**src/rtl/noc_link_credit_stage.sv**
```systemverilog
`timescale 1ns/1ps
// Registered credit-based NoC link retiming stage: flit FIFO plus independent downstream credit counter.
// Latency 2 edges from send_in to send_out when empty with credit; pops stall while downstream credits are 0.
module noc_link_credit_stage #(
    parameter int FLIT_WIDTH         = 32,
    parameter int DEST_WIDTH         = 6,
    parameter int BUFFER_DEPTH       = 4,
    parameter int DOWNSTREAM_CREDITS = 2,
    parameter int CNT_WIDTH          = 16
) (
    input  logic                  clk_noc,
    input  logic                  rst_n,
    input  logic [FLIT_WIDTH-1:0] data_in,
    input  logic [DEST_WIDTH-1:0] dest_in,
    input  logic                  is_tail_in,
    input  logic                  send_in,
    output logic                  credit_out,
    output logic [FLIT_WIDTH-1:0] data_out,
    output logic [DEST_WIDTH-1:0] dest_out,
    output logic                  is_tail_out,
    output logic                  send_out,
    input  logic                  credit_in,
    output logic                  overflow_err,
    output logic                  credit_err,
    output logic [CNT_WIDTH-1:0]  flit_count,
    output logic [CNT_WIDTH-1:0]  pkt_count
);
    localparam int PTR_W = (BUFFER_DEPTH > 2) ? $clog2(BUFFER_DEPTH) : 1;
    localparam int OCC_W = $clog2(BUFFER_DEPTH + 1);
    localparam int CRD_W = (DOWNSTREAM_CREDITS > 1) ? $clog2(DOWNSTREAM_CREDITS + 1) : 1;

    typedef struct packed {
        logic [FLIT_WIDTH-1:0] data;
        logic [DEST_WIDTH-1:0] dest;
        logic                  tail;
    } flit_t;

    logic [1:0]            r_rst_sync;
    logic                  w_rst_n;
    flit_t                 r_mem [BUFFER_DEPTH];
    logic [PTR_W-1:0]      r_wr_ptr;
    logic [PTR_W-1:0]      r_rd_ptr;
    logic [OCC_W-1:0]      r_occ;
    logic [CRD_W-1:0]      r_credit_cnt;
    flit_t                 r_out;
    logic                  r_send_out;
    logic                  r_credit_out;
    logic                  r_overflow_err;
    logic                  r_credit_err;
    logic [CNT_WIDTH-1:0]  r_flit_count;
    logic [CNT_WIDTH-1:0]  r_pkt_count;

    logic                  w_full;
    logic                  w_pop;
    logic                  w_push;
    flit_t                 w_in_flit;
    flit_t                 w_head;

    // Reset asserts asynchronously but releases only on a clk_noc edge.
    always_ff @(posedge clk_noc or negedge rst_n) begin
        if (!rst_n) r_rst_sync <= 2'b00;
        else        r_rst_sync <= {r_rst_sync[0], 1'b1};
    end
    assign w_rst_n = r_rst_sync[1];

    assign w_full    = (r_occ == OCC_W'(BUFFER_DEPTH));
    assign w_pop     = (r_occ != '0) && (r_credit_cnt != '0);
    assign w_push    = send_in && (!w_full || w_pop);
    assign w_in_flit = '{data: data_in, dest: dest_in, tail: is_tail_in};
    assign w_head    = r_mem[r_rd_ptr];

    always_ff @(posedge clk_noc) begin
        if (w_push) r_mem[r_wr_ptr] <= w_in_flit;
    end

    always_ff @(posedge clk_noc or negedge w_rst_n) begin
        if (!w_rst_n) begin
            r_wr_ptr       <= '0;
            r_rd_ptr       <= '0;
            r_occ          <= '0;
            r_credit_cnt   <= CRD_W'(DOWNSTREAM_CREDITS);
            r_out          <= '0;
            r_send_out     <= 1'b0;
            r_credit_out   <= 1'b0;
            r_overflow_err <= 1'b0;
            r_credit_err   <= 1'b0;
            r_flit_count   <= '0;
            r_pkt_count    <= '0;
        end else begin
            r_send_out   <= w_pop;
            r_credit_out <= w_pop;
            if (w_push) begin
                r_wr_ptr <= (r_wr_ptr == PTR_W'(BUFFER_DEPTH - 1)) ? '0 : r_wr_ptr + PTR_W'(1);
            end
            if (w_pop) begin
                r_rd_ptr     <= (r_rd_ptr == PTR_W'(BUFFER_DEPTH - 1)) ? '0 : r_rd_ptr + PTR_W'(1);
                r_out        <= w_head;
                r_flit_count <= r_flit_count + CNT_WIDTH'(1);
                if (w_head.tail) r_pkt_count <= r_pkt_count + CNT_WIDTH'(1);
            end
            case ({w_push, w_pop})
                2'b10:   r_occ <= r_occ + OCC_W'(1);
                2'b01:   r_occ <= r_occ - OCC_W'(1);
                default: ;
            endcase
            if (send_in && w_full && !w_pop) r_overflow_err <= 1'b1;
            // A same-cycle pop and return cancel out, so only a lone return can overshoot.
            case ({w_pop, credit_in})
                2'b10:   r_credit_cnt <= r_credit_cnt - CRD_W'(1);
                2'b01: begin
                    if (r_credit_cnt == CRD_W'(DOWNSTREAM_CREDITS)) r_credit_err <= 1'b1;
                    else                                            r_credit_cnt <= r_credit_cnt + CRD_W'(1);
                end
                default: ;
            endcase
        end
    end

    assign data_out     = r_out.data;
    assign dest_out     = r_out.dest;
    assign is_tail_out  = r_out.tail;
    assign send_out     = r_send_out;
    assign credit_out   = r_credit_out;
    assign overflow_err = r_overflow_err;
    assign credit_err   = r_credit_err;
    assign flit_count   = r_flit_count;
    assign pkt_count    = r_pkt_count;
endmodule
```
**config.mk**
```make
export PLATFORM = sky130hd
export DESIGN_NAME = noc_link_credit_stage
export DESIGN_NICKNAME = d
export VERILOG_FILES = /design/src/rtl/noc_link_credit_stage.sv
export SDC_FILE = /design/constraint.sdc
export NUM_CORES = 1
export LEC_CHECK = 0
export CORE_ASPECT_RATIO = 0.6
export CORE_MARGIN = 5
export CORE_UTILIZATION = 55
export DETAILED_ROUTE_END_ITERATION = 16
export PLACE_DENSITY = 0.79
export SYNTH_ARGS = -nofsm -noshare
export SYNTH_HDL_FRONTEND = slang
export SYNTH_SLANG_ARGS = --single-unit
```
**constraint.sdc**
```tcl
create_clock -name clk_noc -period 7.3 [get_ports clk_noc]
set_clock_uncertainty 0.15 [all_clocks]
set_input_delay 2.19 -clock clk_noc [delete_from_list [all_inputs] [get_ports clk_noc]]
set_output_delay 2.19 -clock clk_noc [all_outputs]
set_load 0.01 [all_outputs]
```
==> flow_metrics.tcl <==
set metrics [dict create \
    use_met3 0.0382 \
    htreeDepth 1 \
    cts.sinks 241 \
    cts_max_path_buffers 3 \
    worstSetupPathType "input port to flip-flop" \
    cts_tree "built" \
    crit_fanout 39 \
    setup_viol 0 \
    crit_arrival_ns 4.35 \
    numCtsBuffers 21 \
    syn_nets 602 \
    core_area_um2 16300 \
    startpoint_type "input port" \
    finish.utilization 0.692 \
    ys_warn_count 0 \
    overflow 0 \
    reg2reg_depth 3 \
    grtUsageMet2 0.295 \
    ys_ff_latch 241 \
    pwr_density_cell_nw_per_um2 421 \
    place_inst 877 \
    grt_max_degree 60 \
    rows 36 \
    vias 4988 \
    layout_common_cells "edfxtp_1 (156), nand2_1 (135), clkdlybuf4s50_1 (117)" \
    syn_area_um2 9180 \
    cts-root-buf "clkbuf_16" \
    yosys.cell_types.count 40 \
    dieArea_um2 19500 \
    ant_nets 0 \
    setup-tns-final_ns 0 \
    synthToLayoutAreaGrowth_pct 22.9 \
    yosysSeqAreaShare 0.742 \
    ys.flop_type "edfxtp_1" \
    syn_area_per_cell_um2 16.7 \
    die_h_um 110 \
    max_slew_margin 0.294 \
    io_buffers 117 \
    grt_pass1_vias 5246 \
    die_w_um 177 \
    path_clk_slew_ns 0.07 \
    track_usage 0.188 \
    leakagePower_nw 4.26 \
    synth_edf_count 156 \
    synth-async-reset-ratio 0.353 \
    synthCells 551 \
    clock_latency_ns 0.49 \
    grt_antenna_before_repair 0 \
    cts_hold_repair.buffers 0 \
    gp_congestion 0.802 \
    met1_usage 0.281 \
    final_cells 914 \
    dp_hpwl_mm 11.0 \
    slew_viol_final 0 \
    multiInputGateArea_um2 2230 \
    fin_crit_sh 0.602 \
    rsz0062_at_grt "no" \
    endpoint_kind "flip-flop" \
    min_path_type "flip-flop to async pin" \
    ff_latch_area_um2 6820 \
    status "completed" \
    yosys.area.top_type "edfxtp_1" \
    synth_area_leaders "edfxtp_1 (51%), dfrtp_1 (23%), mux4_2 (9.6%)" \
    routed_wl_mm 17.8 \
    cts.repair.resized 0 \
    vdd_drop_max_uv 257 \
    layout_commonest_cell "edfxtp_1" \
    ios 118 \
    post_drt_via_cell_ratio 5.46 \
    critPathRequiredTime_ns 7.26 \
    worst_pin_slew_ns 1.06 \
    routedWlPerCell_um 19.5 \
    busiest_layer "met2" \
    diodes 0 \
    drc 0 \
    period_needed_ns 4.40 \
    initialDrtViolationCount 249 \
    cts_setup_buffers 0 \
    maxCapViolCount 0 \
    fillers 1071 \
    drive_gt1_frac 0.125 \
    first_pass_iters 5 \
    synth_top_area_frac 0.510 \
    nets 723 \
    finalHoldViolations 0 \
    grt_pass1_wl_mm 28.5 \
    initial_core_util 0.563 \
    fmax_ghz 0.227 \
    hold_slack_ns 0.107 \
]
[registers in the layout, summed over array words and instances (netlist names)]
name / flops
r_mem: 156
flit_count: 16
r_credit_cnt: 2
r_rd_ptr: 2
r_rst_sync: 2
is_tail_out: 1
r_occ: 3
dest_out: 6
credit_err: 1
r_wr_ptr: 2
data_out: 32
overflow_err: 1
pkt_count: 16
credit_out: 1
[path summary, 6_finish.rpt]
path / startpoint / to / slack [ns]
min in group clk_noc: r_rst_sync[0] / r_rst_sync[1] / 0.20
min: r_rst_sync[1] / pkt_count[3] / 0.11
max reg2reg: r_credit_cnt[1] / r_mem[0][12] / 4.53
max: send_in / r_mem[0][12] / 2.90
max in group asynchronous: rst_n / r_rst_sync[1] / 5.17
min reg2reg: r_rst_sync[1] / pkt_count[3] / 0.11
[report_power, final]
group / leakage (nW) / total [W] / internal, W / switching, W
Clock: 0.350 / 0.00116 / 0.000690 / 0.000468
Combinational: 1.43 / 0.00148 / 0.000723 / 0.000758
Sequential: 2.48 / 0.00211 / 0.00184 / 0.000263
Total: 4.26 / 0.00475 / 0.00326 / 0.00149
[layout make-up]
type / count / area share
tap: 228 / 0.0253
timing repair buffer: 120 / 0.106
sequential: 241 / 0.605
multi-input combinational: 281 / 0.198
clock buffer: 25 / 0.0497
inverter: 7 / 0.00233
clock inverter: 12 / 0.0143
[routing by layer]
| layer | vias up | wire length (um) |
|---|---|---|
| li1 | 2253 | - |
| met1 | 2551 | 8200 |
| met2 | 157 | 8270 |
| met3 | 27 | 1060 |
| met4 | 0 | 295 |
| met5 | - | 0 |
[cell usage after synthesis, types with 2 or more instances]
| library cell | number |
|---|---|
| a21o_1 | 4 |
| a21oi_1 | 2 |
| and2_1 | 6 |
| and3_1 | 8 |
| and4_1 | 6 |
| buf_1 | 2 |
| buf_2 | 12 |
| clkbuf_1 | 5 |
| dfrtp_1 | 84 |
| edfxtp_1 | 156 |
| ha_1 | 7 |
| inv_1 | 6 |
| mux4_2 | 39 |
| nand2_1 | 135 |
| nand3_1 | 6 |
| nand4_1 | 10 |
| nor2_1 | 6 |
| nor3_1 | 2 |
| o21ai_0 | 3 |
| xnor2_1 | 29 |
| xor2_1 | 4 |
[cells by family (layout without fill, tap and decap cells)]
| logic type | count (synthesis) | count (layout) | share of synthesized area |
|---|---|---|---|
| fa+ha+maj | 8 | 8 | 0.0117 |
| mux | 41 | 41 | 0.0980 |
| other cells | 1 | 1 | 0.000409 |
| simple gates | 182 | 182 | 0.0868 |
| compound gates | 16 | 16 | 0.0143 |
| xor+xnor | 33 | 33 | 0.0315 |
| buf+inv | 29 | 164 | 0.0149 |
| flops | 241 | 241 | 0.742 |
[worst max-delay path, stage by stage]
cell             delay (ns)
clkdlybuf4s50_1        0.57
a21boi_1               0.60
and2_2                 0.97
[metrics by stage]
stage	worst slack [ns]	area, um2	total power [W]
2_1_floorplan	3.16	9180	0.00300
3_3_place_gp	2.62	10600	0.00355
3_5_place_dp	2.44	10600	0.00363
4_1_cts	2.92	11300	0.00480
5_1_grt	2.78	11300	0.00502
6_report	2.90	11300	0.00475
No activity file was read; power rests on OpenSTA's default activity.
